`src/rtl/lid_pkg.sv`:
```
// Shared definitions for the credit-based latency-insensitive channel.
// Used by the sender and the receiver-side wrappers.
package lid_pkg;

  localparam int unsigned LID_FIFO_ADDR = 2;

  function automatic int unsigned credit_width(input int unsigned fifo_addr);
    return fifo_addr + 1;
  endfunction

  // Credit count for the default receiver FIFO size
  typedef logic [LID_FIFO_ADDR:0] credit_t;

endpackage

```
`src/rtl/lid_skid_buffer.sv`:
```
// Two-entry in-order register buffer between the producer handshake and the send stage.
// Entry 0 is always the head; not_full_o is registered from the next occupancy.
module lid_skid_buffer #(
  parameter int unsigned DATA_WIDTH = 16
) (
  input  logic                         clock,
  input  logic                         reset,
  input  logic                         push_i,
  input  logic                         pop_i,
  input  logic signed [DATA_WIDTH-1:0] data_i,
  output logic signed [DATA_WIDTH-1:0] data_o,
  output logic                         not_full_o,
  output logic                         not_empty_c
);

  logic signed [DATA_WIDTH-1:0] ent0_q, ent0_d;
  logic signed [DATA_WIDTH-1:0] ent1_q, ent1_d;
  logic [1:0]                   cnt_q, cnt_d;
  logic [1:0]                   wr_pos;
  logic                         not_full_q, not_full_d;

  // A pop shifts entry 1 forward; a push then lands behind the surviving entries
  always_comb begin
    ent0_d     = ent0_q;
    ent1_d     = ent1_q;
    wr_pos     = cnt_q;
    if (pop_i) begin
      ent0_d = ent1_q;
      wr_pos = cnt_q - 2'd1;
    end
    if (push_i) begin
      if (wr_pos == 2'd0) ent0_d = data_i;
      else                ent1_d = data_i;
    end
    cnt_d      = cnt_q + 2'(push_i) - 2'(pop_i);
    not_full_d = (cnt_d != 2'd2);
  end

  always_ff @(posedge clock or posedge reset) begin
    if (reset) begin
      ent0_q     <= '0;
      ent1_q     <= '0;
      cnt_q      <= 2'd0;
      not_full_q <= 1'b1;
    end else begin
      ent0_q     <= ent0_d;
      ent1_q     <= ent1_d;
      cnt_q      <= cnt_d;
      not_full_q <= not_full_d;
    end
  end

  assign data_o      = ent0_q;
  assign not_full_o  = not_full_q;
  assign not_empty_c = (cnt_q != 2'd0);

endmodule

```
`src/rtl/credit_sender.sv`:
```
// Upstream end of the credit-based channel: buffers producer words and issues
// registered enqueue pulses to the receiver FIFO only while credits remain.
module credit_sender
  import lid_pkg::*;
#(
  parameter int unsigned DATA_WIDTH = 16,
  parameter int unsigned FIFO_ADDR  = 2
) (
  input  logic                         clock,
  input  logic                         reset,
  input  logic signed [DATA_WIDTH-1:0] i_data,
  input  logic                         i_valid,
  output logic                         o_ready,
  output logic signed [DATA_WIDTH-1:0] o_data,
  output logic                         o_enq,
  input  logic                         i_credit,
  output logic [FIFO_ADDR:0]           o_credits,
  output logic                         o_credit_err
);

  localparam int unsigned CW    = credit_width(FIFO_ADDR);
  localparam int unsigned DEPTH = 1 << FIFO_ADDR;
  localparam logic [CW-1:0] DEPTH_C = CW'(DEPTH);

  logic                         push_c, send_c, not_empty_c;
  logic signed [DATA_WIDTH-1:0] head_c;
  logic [CW-1:0]                cred_q, cred_d;
  logic                         err_q, err_d;
  logic                         enq_q, enq_d;
  logic signed [DATA_WIDTH-1:0] data_q, data_d;

  lid_skid_buffer #(.DATA_WIDTH(DATA_WIDTH)) u_skid (
    .clock       (clock),
    .reset       (reset),
    .push_i      (push_c),
    .pop_i       (send_c),
    .data_i      (i_data),
    .data_o      (head_c),
    .not_full_o  (o_ready),
    .not_empty_c (not_empty_c)
  );

  assign push_c = i_valid && o_ready;
  // Send decision uses only the registered count: a returned credit is usable next cycle
  assign send_c = not_empty_c && (cred_q != '0);

  always_comb begin
    cred_d = cred_q;
    err_d  = err_q;
    enq_d  = send_c;
    data_d = send_c ? head_c : data_q;
    case ({send_c, i_credit})
      2'b10: cred_d = cred_q - CW'(1);
      2'b01: begin
        if (cred_q == DEPTH_C) err_d  = 1'b1;
        else                   cred_d = cred_q + CW'(1);
      end
      default: cred_d = cred_q;
    endcase
  end

  always_ff @(posedge clock or posedge reset) begin
    if (reset) begin
      cred_q <= DEPTH_C;
      err_q  <= 1'b0;
      enq_q  <= 1'b0;
      data_q <= '0;
    end else begin
      cred_q <= cred_d;
      err_q  <= err_d;
      enq_q  <= enq_d;
      data_q <= data_d;
    end
  end

  assign o_credits    = cred_q;
  assign o_credit_err = err_q;
  assign o_enq        = enq_q;
  assign o_data       = data_q;

endmodule

```
`config.mk`:
```
export PLATFORM = sky130hd
export DESIGN_NAME = credit_sender
export DESIGN_NICKNAME = d
export VERILOG_FILES = /design/src/rtl/lid_pkg.sv /design/src/rtl/lid_skid_buffer.sv /design/src/rtl/credit_sender.sv
export SDC_FILE = /design/constraint.sdc
export NUM_CORES = 1
export LEC_CHECK = 0
export ABC_AREA = 1
export CORE_ASPECT_RATIO = 0.9
export CORE_MARGIN = 2
export CORE_UTILIZATION = 53
export DETAILED_ROUTE_END_ITERATION = 10
export GPL_TIMING_DRIVEN = 0
export PLACE_DENSITY = 0.8
export SETUP_SLACK_MARGIN = 0.5
export SLEW_MARGIN = 30
export SYNTH_ARGS = -nofsm -noshare
export SYNTH_HDL_FRONTEND = slang
export SYNTH_SLANG_ARGS = --single-unit
```
`constraint.sdc`:
```
create_clock -name clock -period 2.25 [get_ports clock]
set_input_delay 0.675 -clock clock [delete_from_list [all_inputs] [get_ports clock]]
set_output_delay 0.675 -clock clock [all_outputs]
set_load 0.005 [all_outputs]
```
==> impl_metrics.csv <==
group,metric,value,unit
power_and_ir_drop,seqPwrFrac,28.7,%
yosys,synthMuxAreaShare,0,%
grt,antenna_found_initial,0,
power_and_ir_drop,power,6040,uW
floorplanning,io_pins,42,
power_and_ir_drop,switchingPower,2570,uW
yosys,syn_area,2530,um2
detailed_routing,post_drt_via_cell_ratio,5.29,
flow_run,max-cap-violations,0,
placed_design,hpwlAfterDp,4060,um
yosys,yosysSeqAreaShare,55.5,%
floorplanning,die_w,76.8,um
placed_design,gp_congestion,0.800,
critical_path,end_kind,"flip-flop",
yosys,avgSynthCellArea,8.60,um2
yosys,synth_adder_area_share,1.78,%
grt,grt_pass1_vias,2137,
timing,slew_viol_final,0,
floorplanning,coreArea,4520,um2
cts,clock_path_buffers,2,
yosys,synthSimpleGateAreaFrac,27.3,%
power_and_ir_drop,p_sw_share,42.6,%
timing,final_hold_viol_count,0,
yosys,synth-compound-area-share,7.28,%
critical_path,worstPathArrival,2.10,ns
power_and_ir_drop,powerDensity,1690,nW/um2
critical_path,start_kind,"flip-flop",
yosys,mappedNetlistNets,317,
cts,clkSinkCount,56,
cells_and_area,layout-drive-gt1-share,22.7,%
floorplanning,rows,23,
cells_and_area,multiInputGateArea,1030,um2
cts,cts_buffers,5,
critical_path,crit_type,"reg -> reg",
power_and_ir_drop,p_leak,0.00184,uW
cells_and_area,area_growth,41.4,%
timing,period_share,82.5,%
timing,tns,0,ns
cells_and_area,fillers,295,
hold_path,hp-class,"reg -> reg",
critical_path,crit_fanout,6,
grt,grt_pass1_wl,9830,um
cts,cts_hold_buf,0,
placed_design,dp_cells,398,
yosys,synth-xor-area-share,1.04,%
detailed_routing,final_antenna_net_count,0,
run_status,status,"completed",
power_and_ir_drop,internal_power,3460,uW
critical_path,path_buf_inv,4,
yosys,synth_top_family_by_area,"simple AND/OR/NAND/NOR gates",
cts,clk_latency,0.31,ns
detailed_routing,drtIter0Drc,187,
detailed_routing,firstDrtPassIters,5,
detailed_routing,wire_per_inst,14.7,um
cells_and_area,regArea,1400,um2
timing,fin_crit,1.86,ns
floorplanning,initial_core_util,55.9,%
cts,clk_transition_reported_paths,0.10,ns
floorplanning,die_h,69.5,um
grt,grt_usage,23.2,%
yosys,synth_cell_types,23,
yosys,netlist_instances,294,
placed_design,port_buffers,41,
critical_path,critical_path.cell_chain,"buf_6 -> inv_6 -> a21oi_4 -> nand2_2 -> buf_6 -> buf_8 -> nand2_4 -> ha_4 -> xnor2_2 -> xor2_1 -> nand2_1",
floorplanning,dieArea,5340,um2
timing,tightest_slew,0.567,ns
timing,rsz0062_at_grt,"yes",
grt,grt_max_degree,31,
critical_path,critPathMostFrequentCell,"buf_6",
cts,h-tree-depth,2,
detailed_routing,routed_wl,6530,um
power_and_ir_drop,p_comb_share,62.0,%
cells_and_area,fin_nets,405,
power_and_ir_drop,vdd_drop_max,1.12,mV
detailed_routing,vias,2356,
timing,relSlewSlack,62.1,%
power_and_ir_drop,clkPwrFrac,9.3,%
cts,root_buffer,"clkbuf_8",
grt,grt_remaining_overflow,0,
timing,fmax,539,MHz
yosys,yosys_warnings,0,
cells_and_area,antennaDiodeCount,0,
critical_path,slowest_delay,0.55,ns
cts,cts_tree,"done",
critical_path,critPathSlowestCell,"dfstp_2",
detailed_routing,drc,0,
yosys,ys_ff_latch,56,
cells_and_area,final_cells,445,
critical_path,required,2.49,ns
timing,finalSetupViolCount,0,
critical_path,cp_top_family,"flip-flops",
timing,clock_skew,0.00763,ns
[layout by cell type (no fill, tap or decap), types with 3 or more instances in the layout]
master / netlist / final
clkbuf_8: 0 / 7
inv_1: 24 / 19
nand2_1: 114 / 109
nand3_1: 20 / 20
dfrtp_1: 54 / 54
inv_2: 1 / 4
dlygate4sd2_1: 0 / 21
buf_4: 1 / 35
clkdlybuf4s50_1: 0 / 18
o21ai_0: 32 / 32
nand2_4: 3 / 4
clkbuf_1: 8 / 3
nand2_2: 2 / 4
clkbuf_2: 0 / 3
buf_6: 2 / 5
nand4_1: 16 / 16
[sequential cells by signal, summed over array words and instances, names as in the netlist]
signal and cells:
o_credit_err 1, o_credits 3, o_data 16, o_enq 1, u_skid.cnt_q 2, u_skid.data_o 16, u_skid.ent1_q 16, u_skid.not_full_o 1
[through the flow]
step                      util (%)  hold WS [ns]  setup WS, ns  instance area, um2
after global placement        67.8         0.455        -0.136                3060
after global routing          79.1         0.508         0.299                3570
final                         79.1         0.483         0.394                3570
after detailed placement      68.2         0.459        -0.160                3080
after floorplan                  -         0.442         0.454                2570
after CTS                     73.0         0.482         0.347                3300
[cells in the mapped netlist]
| cell | instances | area (um2) |
|---|---|---|
| clkbuf_1 | 8 | 30.0 |
| inv_1 | 24 | 90.1 |
| nand3_1 | 20 | 100 |
| nand3_2 | 1 | 10.0 |
| ha_1 | 2 | 25.0 |
| dfrtp_1 | 54 | 1350 |
| a21oi_4 | 1 | 16.3 |
| fa_1 | 1 | 20.0 |
| xor2_1 | 2 | 17.5 |
| nand2_1 | 114 | 428 |
| nor2_2 | 1 | 6.26 |
| buf_2 | 4 | 20.0 |
| nand2_2 | 2 | 12.5 |
| nand4_1 | 16 | 100 |
| nand2_4 | 3 | 33.8 |
| o21bai_1 | 1 | 7.51 |
| o21ai_0 | 32 | 160 |
| clkinv_1 | 1 | 3.75 |
| inv_2 | 1 | 3.75 |
| dfstp_2 | 2 | 52.6 |
| xnor2_1 | 1 | 8.76 |
| buf_6 | 2 | 22.5 |
| buf_4 | 1 | 7.51 |
[logic make-up after synthesis]
group | after synthesis
AOI/OAI and AO/OA | 34
and+or+nand+nor | 157
adders and majority gates | 3
xor gates and xnor gates | 3
DFF | 56
buffers and inverters | 41
[metal layers]
metal  global-route usage, %  up-vias  part of all wire (%)
li1                        -     1120                     -
met4                    6.26        0                  0.78
met5                       0        -                     0
met3                    3.65        7                   6.6
met2                    39.0      111                    50
met1                    31.4     1118                    42
[worst register-to-register path, stage by stage (launching register included)]
cell and delay, ns:
dfstp_2 0.55, buf_6 0.11, inv_6 0.04, a21oi_4 0.18, nand2_2 0.08, buf_6 0.13, buf_8 0.12, nand2_4 0.06
ha_4 0.14, xnor2_2 0.11, xor2_1 0.22, nand2_1 0.07
[timing repair]
action,in CTS,in global routing
hold endpoints to repair,0,0
gates cloned,0,1
buffers inserted,16,22
pin swaps,1,13
resized for setup,30,32
endpoints found under the setup margin,45,34
[final cells by class]
| cell class | count | share of cell area [%] |
|---|---|---|
| buffer | 15 | 3.64 |
| clock buffer | 5 | 1.93 |
| clock inverter | 3 | 0.630 |
| inverter | 26 | 3.05 |
| multi-input combinational | 197 | 28.8 |
| sequential | 56 | 39.3 |
| tap | 62 | 2.17 |
| timing repair buffer | 81 | 20.5 |
[path summary, 6_finish.rpt]
kind	from	endpoint	slack, ns	cells after the start
worst min register to register	u_skid.ent1_q[5]	u_skid.ent1_q[5]	0.48	2
max in group asynchronous	reset	u_skid.not_full_o	0.89	3
worst max-delay path	o_credits[2]	u_skid.not_full_o	0.39	11
worst min-delay path	u_skid.ent1_q[5]	u_skid.ent1_q[5]	0.48	2
min in group asynchronous	reset	o_data[7]	0.77	2
worst max register to register	o_credits[2]	u_skid.not_full_o	0.39	11
[power by group through the flow]
stage          Clock [uW]  Combinational, uW  Sequential (uW)
3_3_place_gp            0               2630             1740
4_1_cts               559               2910             1710
2_1_floorplan           0               1820             1740
5_1_grt               612               4110             1780
3_5_place_dp            0               2730             1760
6_report              563               3740             1730
Power figures use the tool's default switching activity.
==> edit 1: new RTL, same settings <==
Take the reset off `data_q` and load it in a clocked block of its own.
--- a/src/rtl/credit_sender.sv
+++ b/src/rtl/credit_sender.sv
@@ -66,3 +66,2 @@
       enq_q  <= 1'b0;
-      data_q <= '0;
     end else begin
@@ -71,4 +70,7 @@
       enq_q  <= enq_d;
-      data_q <= data_d;
     end
+  end
+
+  always_ff @(posedge clock) begin
+    data_q <= data_d;
   end
Check against the original RTL: differs if reset is asserted again (counterexample within 4 cycles, from zero or initial values and one cycle with reset high); with reset held inactive, the same outputs for 10 cycles.
==> edit 1 against the unedited design <==
Wire length decreased by 11%; critical path depth unchanged; final cell count decreased by 12%; non-clock buffer count decreased by 17; clock power decreased by 6.4%; synthesized area decreased by 3.3%; sequential cell count unchanged; final area decreased by 6.6%; global-route usage decreased by 0.24 points; setup slack improved by 0.029 ns; die area decreased by 3.1%; total power decreased by 6.7%; sequential power increased by 9.8%; count of clock-buffer cells in the layout increased by 2; critical path type unchanged; largest power group unchanged.
==> edit 1: results (changes against the unedited design) <==
Seq/Total Area, Yosys -> 0.6070 (+0.05151)
root buf cell -> clkbuf_8
worst hold stages -> 0 (-2)
routability cong. -> 0.7567 (-5.4%)
P_seq -> 0.00190 W (+9.8%)
Final Skew -> 0.005128 ns (-0.002498 ns)
maximum vdd drop -> 1145 uV (+1.9%)
Slew @ Worst Pin -> 0.5106 ns (-0.05640 ns)
fill count -> 311 (+5.4%)
clock share of power -> 0.094
total track usage -> 0.2292 (-0.002351)
outcome -> finished clean
number of synthesized flops with an enable pin -> 16 (+16)
global-route wire length before repair -> 8.680 mm (-12%)
vias in the first global route -> 1,888 (-12%)
Post-synth ARST share -> 0.7143 (-0.2857)
share of cells above drive strength 1 -> 0.2212 (-0.005942)
hold endpoint -> o_data[1]
Leak -> 1.667 nW (-9.5%)
sw frac -> 0.4169 (-0.009449)
dpl hpwl -> 3.482 mm (-14%)
post-CTS sizing -> 37 (+23%)
largest net degree at the start of global routing -> 27 (-13%)
Wirelength per Cell -> 14.89 um (+1.5%)
post-synthesis cell type count -> 24 (+4.3%)
reg-to-reg slack, setup -> 0.42 ns (+0.03 ns)
routed vias -> 2,066 (-12%)
post-CTS setup repair buffer count -> 14 (-2)
Commonest cells post-synth -> nand2_1 (127), dfrtp_1 (38), nand3_1 (20)
top cells by area, synth -> dfrtp_1 (39%), edfxtp_1 (20%), nand2_1 (19%), nand4_1 (4.4%), nand3_1 (4.1%)
crit path DAT -> 2.07 ns (-0.03 ns)
Syn Nets -> 278 (-12%)
Crit Path Max Fanout -> 3 (-3)
Nets -> 352 (-13%)
router iterations before antenna repair -> 4 (-1)
drt initial violations -> 201 (+7.5%)
placed inst area -> 3013 um^2 (-2.3%)
min-delay src -> u_skid.data_o[1]
[edit 1: cell types whose count changed in the layout (fill, tap and decap cells not counted), moves of 2 or more]
cell           unedited run  this run
dlygate4sd2_1            21        19
edfxtp_1                  0        16
inv_1                    19         2
nand2_8                   2         0
dfrtp_1                  54        36
o21ai_0                  32         0
nand2_2                   4         2
dfrtp_2                   0         2
buf_6                     5         8
nand2_4                   4         6
buf_4                    35        23
nand2_1                 109       122
[edit 1: how the worst max path moves through the flow]
stage / start / end / depth (start not counted)
2_1_floorplan: u_skid.cnt_q[1] / u_skid.not_full_o / 11
3_3_place_gp: reset / o_credits[0] / 2
3_5_place_dp: i_valid / u_skid.not_full_o / 8
4_1_cts: o_credits[2] / u_skid.not_full_o / 11
5_1_grt: o_credits[2] / u_skid.not_full_o / 11
6_report: o_credits[2] / u_skid.not_full_o / 11
[edit 1: layout make-up]
class / instances / area (um^2) / area share
buffer: 12 / 117.6 / 0.03523
clock buffer: 7 / 76.32 / 0.02286
clock inverter: 1 / 5.005 / 0.001499
inverter: 8 / 42.54 / 0.01274
multi-input combinational: 179 / 938.4 / 0.2811
sequential: 56 / 1486 / 0.4453
tap: 62 / 77.57 / 0.02324
timing repair buffer: 67 / 594.3 / 0.1780
[edit 1: metrics by stage]
stage / setup slack [ns] / power, W / cells / hold slack [ns] / TNS, ns
after floorplan: 0.4396 / 0.003687 / 255 / 0.4253 / 0
after global placement: -0.3188 / 0.004501 / 358 / 0.4311 / -7.658
after detailed placement: -0.06980 / 0.004610 / 359 / 0.4296 / -0.08118
after CTS: 0.3509 / 0.005282 / 381 / 0.4512 / 0
after global routing: 0.3670 / 0.006064 / 392 / 0.4622 / 0
final: 0.4234 / 0.005634 / 392 / 0.4575 / 0
[edit 1: cell families (layout without fill, tap and decap cells)]
kind of cell / after synthesis / after routing / share of synthesized area
adder cells (fa/ha/maj): 3 / 3 / 0.01842
XOR/XNOR: 3 / 3 / 0.01075
AND/OR/NAND/NOR: 170 / 170 / 0.3060
AO/OA/AOI/OAI: 3 / 3 / 0.01331
flip-flops: 56 / 56 / 0.6070
buffers and inverters: 20 / 95 / 0.04451
[edit 1: layer usage]
layer | vias up | track usage | routed length, um
met5 | - | 0 | 0
met4 | 0 | 0.06798 | 85
met3 | 9 | 0.05891 | 292
met2 | 63 | 0.3967 | 2982
met1 | 1013 | 0.2826 | 2477
li1 | 981 | - | -
[edit 1: critical path, cell delays in order (launching register included)]
cell and delay, ns:
dfstp_2 0.55, buf_6 0.12, inv_6 0.04, a21oi_4 0.15, nand2_4 0.07, buf_8 0.12
buf_8 0.11, nand2_4 0.07, ha_4 0.16, xnor2_4 0.12, xor2_2 0.19, nand2_1 0.07
==> edit 2: new RTL, same settings <==
Made on the original files. `DATA_WIDTH` is set to 16 in 2 places; all go to 24.
--- a/src/rtl/lid_skid_buffer.sv
+++ b/src/rtl/lid_skid_buffer.sv
@@ -3,3 +3,3 @@
 module lid_skid_buffer #(
-  parameter int unsigned DATA_WIDTH = 16
+  parameter int unsigned DATA_WIDTH = 24
 ) (
--- a/src/rtl/credit_sender.sv
+++ b/src/rtl/credit_sender.sv
@@ -5,3 +5,3 @@
 #(
-  parameter int unsigned DATA_WIDTH = 16,
+  parameter int unsigned DATA_WIDTH = 24,
   parameter int unsigned FIFO_ADDR  = 2
Interface: changed (resized i_data and o_data); port bits go from 42 to 58. The function was not compared with the original's and may differ.
==> edit 2 against the unedited design <==
Global-route usage increased by 3.4 points; wire length grew 45%; combinational power increased by 18%; synthesized area rose by 41%; sequential cell count increased by 24; setup slack gained 0.093 ns; clock power increased by 120%; final area grew 35%; total power grew 35%.
==> edit 2: results (changes against the unedited design) <==
global-route wire length before repair -> 15.23 mm (+55%)
crit path DAT -> 2.06 ns (-0.04 ns)
final hold slack -> 0.4726 ns (-0.01023 ns)
total track usage -> 0.2657 (+0.03412)
drt via density -> 5.438 (+2.7%)
drt initial violations -> 269 (+44%)
vias in the first global route -> 3,154 (+48%)
clock-pin slew on the worst setup and hold paths -> 0.08 ns (-0.02 ns)
outcome -> finished clean
hold endpoint -> o_data[7]
max incr delay on CP -> 0.40 ns (-0.15 ns)
Crit Path Max Fanout -> 5 (-1)
top cells by area, synth -> dfrtp_1 (55%), nand2_1 (22%), nand4_1 (4.4%), nand3_1 (3.9%), o21ai_0 (3.4%)
worst r2r path cells -> 10 (-1)
insertion delay to the later sink of the worst-skew pair -> 0.36 ns (+0.05 ns)
RR Endpoint -> o_credits[2]
Wirelength per Cell -> 15.32 um (+4.4%)
min-delay src -> u_skid.data_o[7]
total CTS buffers -> 9 (+4)
Nets -> 553 (+37%)
Seq/Total Area, Yosys -> 0.5637 (+0.008242)
Hold WC Path Type -> reg2reg
# diodes -> 0 (unchanged)
Slew @ Worst Pin -> 0.4762 ns (-0.09074 ns)
PortBufs -> 57 (+39%)
Final Skew -> 0.005166 ns (-0.002461 ns)
Post-synth ARST share -> 1.000 (unchanged)
H-tree levels -> 3 (+1)
share of cells above drive strength 1 -> 0.1803 (-0.04689)
maximum vdd drop -> 1129 uV (+0.43%)
Leak -> 2.566 nW (+39%)
R2R Path Start -> o_credits[1]
dpl hpwl -> 5.994 mm (+48%)
Syn Nets -> 455 (+44%)
Slowest-stage cell, CP -> dfrtp_1
post-synthesis cell type count -> 26 (+13%)
placed inst area -> 4338 um^2 (+41%)
routability cong. -> 0.8447 (+5.6%)
Commonest cells post-synth -> nand2_1 (207), dfrtp_1 (78), nand3_1 (28)
reg-to-reg slack, setup -> 0.49 ns (+0.09 ns)
largest net degree at the start of global routing -> 27 (-13%)
P_sw -> 0.003493 W (+36%)
[edit 2: cell types whose count changed after synthesis, sizes merged]
cell    change
o21ai       -7
buf         +7
inv         -6
nand3b      +1
nand3       +8
dfrtp      +24
clkbuf      +3
nand4       +9
nand2      +91
[edit 2: per-layer routing]
layer  vias to the layer above  part of all wire  global-route usage
met5                         -                 0                   0
met3                        18             0.071             0.04862
met1                      1616              0.42              0.3526
met2                       169              0.49              0.4526
li1                       1552                 -                   -
met4                         0             0.018             0.08615
[edit 2: cells by family after synthesis]
| family | after synthesis | share of synthesized area |
|---|---|---|
| simple gates | 266 | 0.3167 |
| flops | 80 | 0.5637 |
| buf+inv | 45 | 0.05665 |
| compound gates | 27 | 0.04293 |
| xor+xnor | 3 | 0.007391 |
| fa+ha+maj | 3 | 0.01267 |
[edit 2: repair_timing]
action	CTS	global route
hold endpoints to repair	0	0
gates resized for setup	53	29
hold buffers	0	0
pin swaps	5	11
setup endpoints to repair	54	57
setup buffers	16	11
[edit 2: critical path, delay by kind of cell (launching register included)]
kind | cells | cell delay, ns
fa+ha+maj | 1 | 0.36
buf+inv | 1 | 0.13
simple gates | 8 | 0.82
flops | 1 | 0.40
[edit 2: worst max path at each step]
stage | from | cells past startpoint | slack [ns] | end
after global placement | reset | 2 | -0.23 | u_skid.data_o[21]
after global routing | o_credits[1] | 10 | 0.42 | o_credits[2]
final | o_credits[1] | 10 | 0.49 | o_credits[2]
after floorplan | i_valid | 7 | 0.50 | u_skid.not_full_o
after detailed placement | i_valid | 7 | -0.19 | u_skid.ent1_q[23]
after CTS | o_credits[2] | 1 | 0.42 | o_credits[2]
[edit 2: per-stage QoR]
stage	total power [W]	util	instances	setup TNS, ns	setup WS, ns
6_report	0.008150	0.7393	617	0	0.4869
5_1_grt	0.008737	0.7393	617	0	0.4223
4_1_cts	0.007723	0.7187	606	0	0.4173
3_5_place_dp	0.006320	0.6621	574	-1.999	-0.1944
3_3_place_gp	0.006147	0.6507	571	-19.39	-0.2305
2_1_floorplan	0.004977	-	424	0	0.5035
[edit 2: power groups by stage]
stage                     logic [W]  clock network (W)  registers (W)
after floorplan             0.00249                  0        0.00249
after global placement      0.00365                  0        0.00250
after detailed placement    0.00379                  0        0.00253
after CTS                   0.00402            0.00123        0.00247
after global routing        0.00487            0.00130        0.00257
final                       0.00442            0.00124        0.00249
[edit 2: layout make-up]
cell class	count	area, um^2
Inverter	20	82.58
Tap cell	90	112.6
Buffer	25	176.4
Clock buffer	14	172.7
Multi-Input combinational cell	299	1425
Fill cell	484	1708
Timing Repair Buffer	87	808.3
Sequential cell	80	2006
Clock inverter	2	60.06
